`src/rtl/cache_fifo_pkg.sv`:
```
// Shared state type and sizing helpers for the per-set FIFO victim selector.
package cache_fifo_pkg;

  typedef enum logic {
    IDLE = 1'b0,
    RESP = 1'b1
  } state_t;

  localparam int DEF_WAYS = 4;
  localparam int DEF_SETS = 16;

  function automatic int way_bits(input int ways);
    return $clog2(ways);
  endfunction

  // A single-set cache still needs a one-bit index port.
  function automatic int set_bits(input int sets);
    return (sets > 1) ? $clog2(sets) : 1;
  endfunction

endpackage

```
`src/rtl/cache_fifo_first_free.sv`:
```
// Lowest-index invalid way finder: priority encoder over the inverted valid bits.
module cache_fifo_first_free
  import cache_fifo_pkg::*;
#(
  parameter  int WAYS     = DEF_WAYS,
  localparam int WAY_BITS = way_bits(WAYS)
) (
  input  logic [WAYS-1:0]     i_line_vld,
  output logic [WAY_BITS-1:0] o_free_way,
  output logic                o_any_free
);

  // Scan high to low so the lowest invalid way is the last one written.
  always_comb begin
    o_free_way = '0;
    o_any_free = 1'b0;
    for (int i = WAYS - 1; i >= 0; i--) begin
      if (!i_line_vld[i]) begin
        o_free_way = WAY_BITS'(i);
        o_any_free = 1'b1;
      end
    end
  end

endmodule

```
`src/rtl/cache_fifo_replacer.sv`:
```
// Per-set round-robin victim selector with empty-way fill preference and registered handshake.
// Optional fill/evict statistics counters are built when CACHE_FIFO_STATS_EN is defined.
module cache_fifo_replacer
  import cache_fifo_pkg::*;
#(
  parameter  int WAYS     = DEF_WAYS,
  parameter  int SETS     = DEF_SETS,
`ifdef CACHE_FIFO_STATS_EN
  parameter  int STAT_W   = 32,
`endif
  localparam int WAY_BITS = way_bits(WAYS),
  localparam int SET_BITS = set_bits(SETS)
) (
  input  logic                clk,
  input  logic                rst,
  input  logic                req_valid,
  output logic                req_ready,
  input  logic [SET_BITS-1:0] req_index,
  input  logic [WAYS-1:0]     req_line_vld,
  input  logic                flush,
  output logic                victim_valid,
  input  logic                victim_ready,
  output logic [WAY_BITS-1:0] victim_way,
  output logic                victim_evict
`ifdef CACHE_FIFO_STATS_EN
  ,
  output logic [STAT_W-1:0]   stat_fills,
  output logic [STAT_W-1:0]   stat_evicts
`endif
);

  state_t              r_state;
  logic                r_victim_valid;
  logic [WAY_BITS-1:0] r_victim_way;
  logic                r_victim_evict;

  logic [WAY_BITS-1:0] w_ptr [SETS];
  logic [WAY_BITS-1:0] w_ptr_sel;
  logic [WAY_BITS-1:0] w_free_way;
  logic                w_any_free;
  logic                w_accept;

  cache_fifo_first_free #(
    .WAYS (WAYS)
  ) u_first_free (
    .i_line_vld (req_line_vld),
    .o_free_way (w_free_way),
    .o_any_free (w_any_free)
  );

  // Flush takes priority over a request in the same cycle.
  assign req_ready = (r_state == IDLE) && !flush && !rst;
  assign w_accept  = req_valid && req_ready;
  assign w_ptr_sel = w_ptr[req_index];

  genvar gi;
  generate
    for (gi = 0; gi < SETS; gi++) begin : g_ptr
      logic [WAY_BITS-1:0] r_ptr;

      // Only a full-set eviction of this set advances its pointer.
      always_ff @(posedge clk or posedge rst) begin
        if (rst) begin
          r_ptr <= '0;
        end else if (flush) begin
          r_ptr <= '0;
        end else if (w_accept && !w_any_free && (req_index == SET_BITS'(gi))) begin
          r_ptr <= r_ptr + 1'b1;
        end
      end

      assign w_ptr[gi] = r_ptr;
    end
  endgenerate

  always_ff @(posedge clk or posedge rst) begin
    if (rst) begin
      r_state        <= IDLE;
      r_victim_valid <= 1'b0;
      r_victim_way   <= '0;
      r_victim_evict <= 1'b0;
    end else begin
      case (r_state)
        IDLE: begin
          if (w_accept) begin
            r_state        <= RESP;
            r_victim_valid <= 1'b1;
            r_victim_way   <= w_any_free ? w_free_way : w_ptr_sel;
            r_victim_evict <= !w_any_free;
          end
        end
        RESP: begin
          if (victim_ready) begin
            r_state        <= IDLE;
            r_victim_valid <= 1'b0;
          end
        end
        default: begin
          r_state        <= IDLE;
          r_victim_valid <= 1'b0;
        end
      endcase
    end
  end

  assign victim_valid = r_victim_valid;
  assign victim_way   = r_victim_way;
  assign victim_evict = r_victim_evict;

`ifdef CACHE_FIFO_STATS_EN
  logic [STAT_W-1:0] r_stat_fills;
  logic [STAT_W-1:0] r_stat_evicts;

  // Counters saturate rather than wrap so long runs never report small totals.
  always_ff @(posedge clk or posedge rst) begin
    if (rst) begin
      r_stat_fills  <= '0;
      r_stat_evicts <= '0;
    end else if (w_accept) begin
      if (w_any_free && (r_stat_fills != '1)) begin
        r_stat_fills <= r_stat_fills + 1'b1;
      end
      if (!w_any_free && (r_stat_evicts != '1)) begin
        r_stat_evicts <= r_stat_evicts + 1'b1;
      end
    end
  end

  assign stat_fills  = r_stat_fills;
  assign stat_evicts = r_stat_evicts;
`endif

endmodule

```
`config.mk`:
```
export PLATFORM = sky130hd
export DESIGN_NAME = cache_fifo_replacer
export DESIGN_NICKNAME = d
export VERILOG_FILES = /design/src/rtl/cache_fifo_pkg.sv /design/src/rtl/cache_fifo_first_free.sv /design/src/rtl/cache_fifo_replacer.sv
export SDC_FILE = /design/constraint.sdc
export NUM_CORES = 1
export LEC_CHECK = 0
export ABC_AREA = 1
export BUFFER_PORTS_ARGS = -buffer_cell sky130_fd_sc_hd__buf_2
export CAP_MARGIN = 20
export CORE_MARGIN = 1.5
export CORE_UTILIZATION = 40
export CTS_BUF_LIST = sky130_fd_sc_hd__clkbuf_16
export DETAILED_ROUTE_END_ITERATION = 16
export HOLD_SLACK_MARGIN = 0.03
export SYNTH_ARGS = -nofsm -noshare
export SYNTH_HDL_FRONTEND = slang
export SYNTH_SLANG_ARGS = --single-unit
export TNS_END_PERCENT = 5
```
`constraint.sdc`:
```
create_clock -name clk -period 3.25 [get_ports clk]
set_input_delay 0.65 -clock clk [delete_from_list [all_inputs] [get_ports clk]]
set_output_delay 0.65 -clock clk [all_outputs]
set_load 0.02 [all_outputs]
```
## Word-level counts from Yosys, hierarchy flattened

Cells that the tools add are included.
Widths: inputs -> output; s select.

- $lt $le $gt $ge: 1
- Equal/unequal tests: 17
- Add/sub/neg operators: 16
- Bitwise logic cells: 2
- Multiplexer cells: 50
- Reductions and logical operators: 42

Operator list:

| kind | count |
|---|---|
| $mux 2 | 39 |
| $add 2x1->2 const B | 16 |
| $eq 4x4->1 const B | 8 |
| $reduce_bool 2->1 | 16 |
| $logic_and 1x1->1 | 20 |
| $eq 4x3->1 const B | 4 |
| $bmux 2 s4 | 1 |
| $eq 4x2->1 const B | 2 |
| $mux 1 | 8 |
| $ge 5x5->1 const B | 1 |
| $not 4->5 | 1 |
| $eq 4x1->1 const B | 1 |
| $logic_not 4->1 | 1 |
| $ne 2x2->1 const B | 2 |
| $pmux 1 s2 | 2 |
| $reduce_and 2->1 | 2 |
| $logic_not 1->1 | 3 |
| $not 1->1 | 1 |

- Output and inout port bits: 5
- Register bits: 37
- Word-level logic and storage cells: 148
- Input port bits: 13

## Longest topological paths before layout

Gate-level depths: netlist (run 1).

- Word-level depth: 9
- Gate-level depth with buffers: 10
- Depth with buffers taken out: 9

## Cells and area by module

From an unflattened synthesis (run 1), not the netlist that was laid out.

- Cells, all modules: 319
- Area, all modules: 2379.8 µm²

By module, submodules not included:

| module | cells an instance | instances | area an instance (µm²) | sequential area each (µm²) |
|---|---|---|---|---|
| cache_fifo_replacer | 310 | 1 | 2343.5 | 925.9 |
| cache_fifo_first_free | 9 | 1 | 36.3 | 0.0 |

## Worst setup path before layout (run 1)

No wires, ideal clock.

- Path type: in2reg
- Start point: in rst
- End point: reg g_ptr[12].r_ptr[1]
- Slack: 0.804 ns
- Arrival: 2.318 ns
- Stages: 7
- Required time: 3.121 ns
- Library setup time: 0.129 ns
- Buffers on the path: 1
- Cells stage by stage: inv_1 -> nand4_4 -> nor2_8 -> buf_12 -> nand2_4 -> nand3_1 -> o31ai_2

- Cells in the longest elaborated chain, start to end: 6

RTL lines:

| element | RTL line | text |
|---|---|---|
| from (decl) | cache_fifo_replacer.sv:15 | `input logic rst,` |
| $logic_not 1->1 (no source line) | -- |  |
| $logic_and 1x1->1 | cache_fifo_replacer.sv:52 | `assign req_ready = (r_state == IDLE) && !flush && !rst;` |
| $logic_and 1x1->1 | cache_fifo_replacer.sv:53 | `assign w_accept = req_valid && req_ready;` |
| $logic_and 1x1->1 (2 in series) | cache_fifo_replacer.sv:67 | `end else if (w_accept && !w_any_free && (req_index == SET_BITS'(gi))) begin` |
| $reduce_bool 2->1 (no source line) | -- |  |
| to (signal assigned) | cache_fifo_replacer.sv:68 | `r_ptr <= r_ptr + 1'b1;` |
| to (decl) | cache_fifo_replacer.sv:59 | `logic [WAY_BITS-1:0] r_ptr;` |

No other way between the ends.
A chain may end at the register's enable or synchronous reset.

## Final worst setup path (run 1)

- Start point: in flush
- End point: out req_ready

- Cells in the longest elaborated chain, start to end: 3

RTL lines:

| element | RTL line | text |
|---|---|---|
| from (decl) | cache_fifo_replacer.sv:20 | `input logic flush,` |
| $logic_not 1->1 | cache_fifo_replacer.sv:52 |  |
| $logic_and 1x1->1 (2 in series) | cache_fifo_replacer.sv:52 |  |
| to (decl) | cache_fifo_replacer.sv:17 | `output logic req_ready,` |

No other way between the ends.

==> results of run 1 <==
[per-layer routing]
metal,track usage (%),vias up
met4,6.25,0
met3,3.49,4
met2,27.8,23
met1,24.8,899
li1,-,1021
met5,0,-
[stage by stage]
| stage | cell area, um2 | hold WS [ns] | power (mW) | std cells | setup slack [ns] |
|---|---|---|---|---|---|
| 2_1_floorplan | 2270 | 0.444 | 0.721 | 314 | 0.804 |
| 3_3_place_gp | 2400 | 0.477 | 0.777 | 395 | 1.09 |
| 3_5_place_dp | 2400 | 0.471 | 0.780 | 395 | 1.13 |
| 4_1_cts | 2530 | 0.489 | 1.24 | 402 | 1.27 |
| 5_1_grt | 2530 | 0.514 | 1.30 | 402 | 1.22 |
| 6_report | 2530 | 0.486 | 1.22 | 402 | 1.26 |
[final cells by class]
cell class                 instances  area (um2)  share of cell area (%)
sequential                        37         926                    36.6
multi-input combinational        239        1180                    46.5
clock inverter                     2        7.51                   0.297
tap                               72        90.1                    3.56
inverter                          28         105                    4.15
timing repair buffer              19         100                    3.95
clock buffer                       5         125                    4.94
[worst paths after layout]
| path | to | depth (start not counted) |
|---|---|---|
| worst min-delay path | victim_valid | 1 |
| worst min register to register | victim_valid | 1 |
| worst max-delay path | req_ready | 3 |
| max in group asynchronous | g_ptr[14].r_ptr[1] | 3 |
| min in group asynchronous | r_state | 3 |
| worst max register to register | g_ptr[13].r_ptr[0] | 6 |
[worst reg2reg max path, stage by stage (launching register included)]
cell	delay, ns
dfrtp_1	0.39
inv_1	0.11
nand4_4	0.19
nor2_8	0.33
nand3_1	0.20
o21ai_0	0.20
nor2_1	0.06
[cell families (layout without fill, tap and decap cells)]
family                 count (synthesis)  after routing  share of synthesized area, %
XOR/XNOR                              16             16                          6.16
AO/OA/AOI/OAI                         54             54                          13.8
AND/OR/NAND/NOR                      169            169                          31.8
flip-flops                            37             37                          40.7
buffers and inverters                 38             54                          7.54
[cells in the final DEF (no fill, tap or decap)]
master / count
o21ai_0: 23
nor3_1: 1
o31ai_2: 1
nor2_1: 23
nand2_4: 1
a21oi_1: 6
nor2_8: 1
xnor2_1: 2
inv_1: 28
a21oi_2: 7
inv_2: 1
nand4_4: 1
or2_2: 6
a2bb2oi_1: 1
buf_2: 17
clkbuf_16: 5
o31ai_1: 1
buf_4: 2
nand3_1: 17
clkinv_1: 1
nand2_1: 116
o21ai_1: 14
o21bai_1: 1
xor2_1: 14
nor2_2: 1
nand4_1: 1
nand3_2: 1
dfrtp_1: 37
[cell usage after synthesis, types with 2 or more instances]
master	number	area (um2)
clkbuf_1	3	11.3
o21ai_1	14	70.1
buf_2	4	20.0
dfrtp_1	37	926
a21oi_1	6	30.0
nand2_1	116	435
or2_2	6	37.5
nand3_1	17	85.1
a21oi_2	7	61.3
inv_1	27	101
xor2_1	14	123
xnor2_1	2	17.5
nor2_1	23	86.3
o21ai_0	23	115
[flip-flops by register name (all words and copies together), names as in the netlist]
name          count
g_ptr.r_ptr      32
victim_valid      1
r_state           1
victim_way        2
victim_evict      1
[power breakdown]
group | internal [mW] | switching, mW | total (mW)
Sequential | 0.511 | 0.0482 | 0.560
Clock | 0.274 | 0.178 | 0.453
Combinational | 0.0817 | 0.130 | 0.211
Total | 0.867 | 0.356 | 1.22
==> metrics.txt, run 1 <==
CP top delay family=buffers and inverters; library cells used by synthesis=29; WP data required=2.60 ns; DR WL met3=about 120 um; largest net degree at the start of global routing=38; crit path cell chain=buf_2 -> nor3_1 -> buf_2; Synth-to-Final Area Change=11.3%; Worst path slowest cell=buf_2; Bufs and invs on worst path=2; Max rail drop VDD=~0.00018 V; Initial Utilization=41.3%; DRT Pass-1 Iters=4; DR DRC count=0; I/O Pins=18; ys async rst share=100%; Post-synth EDFFs=0; RR Startpoint=r_state; WS Path Type=input pin to output port; clk buf depth=2; CP arrival=~1.3 ns; post-layout minimum cycle time=1.99 ns; I/O Buffers=17; worst reg2reg setup slack=1.66 ns; Met2 Wirelength=2.29 mm; final setup skew=0.00251 ns; cell area power density=483 nW/um2; Post-Route WL=between 4 and 5 mm; RD Place Congestion=0.855; Worst-Skew Late Latency=0.28 ns; Cells after Synth=roughly 310; cts hold-fix bufs=0; DR iter-0 viols=roughly 140; Top Metal Used=met4; Vias=1,947; Mapped Area=2270 um2; cts repair resizes=0; YS warnings=0; Worst path max stage delay=about 0.40 ns; Core Area=5510 um2; total CTS buffers=5; ANT cells=0; crit path from=flush; hold_sp=r_state; outcome=complete, no violations; Rel. slew slack=67.5%; share of cells above drive strength 1=between 10% and 20%; RSZ-0062 raised after global routing=false; Tcrit/Tclk final=61.3%; Fmax=502 MHz; top_reg_cell synth=dfrtp_1; Clock transition at path regs=around 0.050 ns; H-tree levels=2; Layout Utilization=between 40% and 50%; crit end category=output port; CTS root buffer=clkbuf_16; Die Y=a little under 80 um; grt ovf=0; max_cap viols=0; crit path max fanout=21; Critical Path Source Type=input pin; # setup viols final=0; Std-Cell Rows=27; drt via density=4.84; Setup Buffers After CTS=0; Crit path top cell by count=buf_2; setup TNS=0 ns; Die W=78.4 um; M1 WL=2.47 mm; Antenna Nets Post-Route=0; initial antenna violation count=0; WL/cell=12.3 um; syn_nets=about 330; Avg Cell Area, Syn=7.24 um2; CTS sink cnt=37; gr usage total=between 10% and 20%; Max Transition Viols Final=0; number of synthesized register bits=37; full die area=6150 um2; Final #Nets=~340; # fillers=562; Worst Tran Pin Value=about 0.5 ns; number of global-route vias before repair=1,818; CTS tree=yes; sequential area share after synthesis=40.7%; first-pass GRT wire length=8.55 mm; DP HPWL=between 3 and 4 mm; worst hold path type=register to register; Leak Pwr=1.34 nW; final hold vios=0
No activity file was read; power rests on OpenSTA's default activity.
==> run 2: changes to the inputs <==
==> constraint.sdc (replaced) <==
create_clock -name clk -period 1.9 [get_ports clk]
set_input_delay 0.38 -clock clk [delete_from_list [all_inputs] [get_ports clk]]
set_output_delay 0.38 -clock clk [all_outputs]
set_load 0.02 [all_outputs]
==> metrics.txt, run 2 (synthesis results as in run 1) <==
outcome=complete, no violations; Initial Utilization=41.3%; Synth-to-Final Area Change=12.3%; Setup Buffers After CTS=0; number of global-route vias before repair=between 1,500 and 2,000; I/O Buffers=17; initial antenna violation count=0; worst r2r dst=g_ptr[13].r_ptr[0]; DR DRC count=0; WL/cell=12.1 um; max_cap viols=0; final hold vios=0; Clock transition at path regs=0.06 ns; CTS tree=yes; Final #Nets=345; # setup viols final=0; final setup skew=0.00351 ns; Die Y=a little under 80 um; first-pass GRT wire length=8.42 mm; most frequent cells in the layout=nand2_1 (116), dfrtp_1 (37), inv_1 (26), o21ai_0 (23), nor2_1 (23); Critical Path Source Type=register; DRT Pass-1 Iters=4; worst reg2reg setup slack=0.38 ns; RD Place Congestion=between 0.7 and 0.8; Leak Pwr=1.34 nW; RSZ-0062 raised after global routing=false; Layout Utilization=46.4%; Max rail drop VDD=0.000422 V; Tcrit/Tclk final=80.0%; cts hold-fix bufs=0; register area=926 um2; Worst Tran Pin Value=0.462 ns; largest net degree at the start of global routing=38; Rel. slew slack=between 60% and 70%; DR iter-0 viols=100; Worst-Skew Late Latency=0.28 ns; Post-Route WL=between 4 and 5 mm; FF-to-FF path depth=6; # fillers=580; H-tree levels=2; grt ovf=0; Fmax=approximately 660 MHz; setup TNS=0 ns; WS Path Type=register to register; CTS sink cnt=37; most common cell after layout, fill and taps aside=nand2_1; CTS root buffer=clkbuf_16; Vias=1,960; I/O Pins=18; Multi-input gate area=1180 um2; share of cells above drive strength 1=14.4%; Die W=78.4 um; crit path max fanout=14; crit end category=register; RR Startpoint=r_state; Largest Register=g_ptr.r_ptr; total CTS buffers=5; ANT cells=0; cell area power density=823 nW/um2; DP HPWL=3.56 mm; Max Transition Viols Final=0; Largest register FFs=32; full die area=6150 um2; Antenna Nets Post-Route=0; cts repair resizes=0; post-layout minimum cycle time=roughly 1.5 ns; worst hold path type=input pin to async pin; clk buf depth=2; WP data required=just over 2 ns; CP arrival=between 1.5 and 2 ns; gr usage total=17.4%; Core Area=between 5000 and 6000 um2; Std-Cell Rows=27; drt via density=around 4.8
## run 2: cell types whose count changed in the layout (fill, tap and decap cells not counted)
cell | previous run | this run
clkinv_1 | 1 | 2
inv_1 | 28 | 26
clkinvlp_4 | 0 | 1
buf_4 | 2 | 4
clkinv_2 | 0 | 1
## run 2: area by class of cell
type | count | share of cell area, %
Tap cell | 72 | 3.53
Timing Repair Buffer | 21 | 4.51
Sequential cell | 37 | 36.2
Clock inverter | 3 | 0.490
Multi-Input combinational cell | 239 | 46.1
Inverter | 28 | 4.26
Clock buffer | 5 | 4.90
## run 2: worst max-delay path: stages (launching register included)
cell	delay (ns)
dfrtp_1	0.39
inv_1	0.11
nand4_4	0.19
nor2_8	0.27
nand3_1	0.19
o21ai_0	0.19
nor2_1	0.06
## run 2: metal layers
metal,global-route usage (%),wire length (um),vias to the layer above
li1,-,-,1026
met1,22.2,2310,909
met2,29.0,2420,21
met3,3.84,134,4
met4,6.25,45,0
met5,0,0,-
## run 2: worst max-delay path by stage
stage	start	end	cells past startpoint	slack (ns)
6_report	r_state	g_ptr[13].r_ptr[0]	6	0.38
5_1_grt	r_state	g_ptr[14].r_ptr[0]	6	0.18
4_1_cts	r_state	g_ptr[13].r_ptr[0]	6	0.35
3_5_place_dp	req_index[0]	victim_way[1]	10	0.19
3_3_place_gp	req_index[0]	victim_way[1]	10	0.19
2_1_floorplan	rst	g_ptr[10].r_ptr[0]	7	0.02
## run 2: through the flow
step | power (mW) | instances | worst slack, ns | cell area (um2) | hold slack (ns)
after floorplan | 1.23 | 314 | 0.0158 | 2280 | 0.355
after global placement | 1.33 | 397 | 0.192 | 2420 | 0.470
after detailed placement | 1.34 | 397 | 0.186 | 2420 | 0.465
after CTS | 2.14 | 405 | 0.349 | 2550 | 0.267
after global routing | 2.23 | 405 | 0.180 | 2550 | 0.276
final | 2.10 | 405 | 0.380 | 2550 | 0.275
## run 2: power by group
group / internal (mW) / leakage, nW / switching (mW)
clock network: 0.474 / 0.0687 / 0.306
registers: 0.875 / 0.487 / 0.0814
logic: 0.142 / 0.786 / 0.224
==> run 3: changes to the inputs <==
==> constraint.sdc (replaced) <==
create_clock -name clk -period 1.3 [get_ports clk]
set_input_delay 0.26 -clock clk [delete_from_list [all_inputs] [get_ports clk]]
set_output_delay 0.26 -clock clk [all_outputs]
set_load 0.02 [all_outputs]
==> metrics.txt, run 3 (synthesis results as in run 1) <==
Largest register FFs=32; # fillers=549; RD Place Congestion=0.857; largest net degree at the start of global routing=38; Worst path max stage delay=0.39 ns; Post-Route WL=5.40 mm; outcome=finished with violations; Layout Utilization=50.9%; Clock transition at path regs=~0.060 ns; Bufs and invs on worst path=2; DP HPWL=3.79 mm; worst reg2reg setup slack=0.01 ns; Max rail drop VDD=0.000694 V; full die area=6150 um2; crit end category=output port; most frequent cells in the layout=nand2_1 (115), dfrtp_1 (37), inv_1 (26), nor2_1 (23), buf_4 (20); first-pass GRT wire length=just over 9 mm; H-tree levels=2; crit path max fanout=2; Vias=~2,000; Fmax=757 MHz; CTS tree=yes; Std-Cell Rows=27; Final #Nets=between 300 and 400; post-route setup slack=-0.0208 ns; Antenna Nets Post-Route=0; clk buf depth=2; Max Transition Viols Final=0; initial antenna violation count=0; CTS root buffer=clkbuf_16; Crit path top cell by count=buf_4; Initial Utilization=approximately 41%; Die Y=78.4 um; Core Area=5510 um2; WS Path Type=register to output port; drt via density=between 4 and 5; Worst Tran Pin Value=around 0.49 ns; I/O Pins=18; cell area power density=around 1100 nW/um2; failing checks=setup timing; gr usage total=~19%; Setup Buffers After CTS=0; # setup viols final=1; Worst path slowest cell=dfrtp_1; WP data required=~1.0 ns; worst hold path type=input pin to register; Die W=78.4 um; RSZ-0062 raised after global routing=true; fin area=2800 um2; DRT Pass-1 Iters=4; Multi-input gate area=around 1300 um2; Tcrit/Tclk final=102%; number of global-route vias before repair=between 1,500 and 2,000; Pwr Total=3.16 mW; Worst-Skew Late Latency=0.28 ns; WL/cell=~13 um; ANT cells=0; post-layout minimum cycle time=1.32 ns; area post-placement=around 2600 um2; crit path cell chain=buf_4 -> nor3_2 -> buf_4; Synth-to-Final Area Change=23.1%; CP arrival=roughly 1.1 ns; register area=between 900 and 1000 um2; final setup skew=0.00776 ns; most common cell after layout, fill and taps aside=nand2_1; grt ovf=0; DR iter-0 viols=83; Rel. slew slack=67.5%; Largest Register=g_ptr.r_ptr; DR DRC count=0; max_cap viols=0; Critical Path Source Type=register; share of cells above drive strength 1=a little over a fifth; I/O Buffers=17; total CTS buffers=5; Leak Pwr=1.45 nW; cts hold-fix bufs=0; CP top delay family=flip-flops; CTS sink cnt=37; final hold vios=0
## run 3: worst register-to-register path: stages, from the launching register on
cell and delay [ns]:
dfrtp_1 0.39, inv_2 0.08, nand4_4 0.14, nor2_8 0.21, buf_4 0.17, a21oi_4 0.06
nand2_1 0.06, o21ai_1 0.06
## run 3: layout make-up
type	instances	area share [%]
clock buffers	5	4.47
multi-input cells	240	45.1
inverters	28	3.89
well taps	72	3.22
repair buffers	39	9.74
clock inverters	3	0.492
flip-flops and latches	37	33.1
## run 3: power breakdown
group / switching [mW] / total [mW] / internal (mW)
sequential: 0.120 / 1.40 / 1.28
combinational: 0.354 / 0.604 / 0.250
clock: 0.463 / 1.16 / 0.696
## run 3: worst paths after layout
kind	startpoint	to	cells past startpoint
max	r_state	req_ready	3
max in group asynchronous	rst	g_ptr[11].r_ptr[1]	3
min	victim_ready	victim_valid	2
max reg2reg	r_state	g_ptr[10].r_ptr[0]	7
min reg2reg	victim_way[0]	victim_way[0]	2
min in group asynchronous	rst	r_state	3
## run 3: timing repair
| item | CTS | global route |
|---|---|---|
| gates resized for setup | 6 | 8 |
| endpoints found under the setup margin | 18 | 35 |
| gates cloned | 1 | 0 |
| pin swaps | 4 | 1 |
## run 3: metrics by stage
stage	cells	TNS, ns	hold WS (ns)	worst slack, ns
floorplan	314	-11.48	0.235	-0.381
global placement	415	-0.712	0.454	-0.200
detailed placement	415	-1.11	0.457	-0.196
CTS	424	-0.0900	0.160	-0.0299
global route	424	-1.57	0.176	-0.0809
finish	424	-0.0208	0.163	-0.0208
## run 3: layer usage
metal,part of all wire [%],global-route usage (%)
met1,52,27.5
met5,0,0
met4,1.2,6.96
met2,45,29.2
met3,2.0,3.84
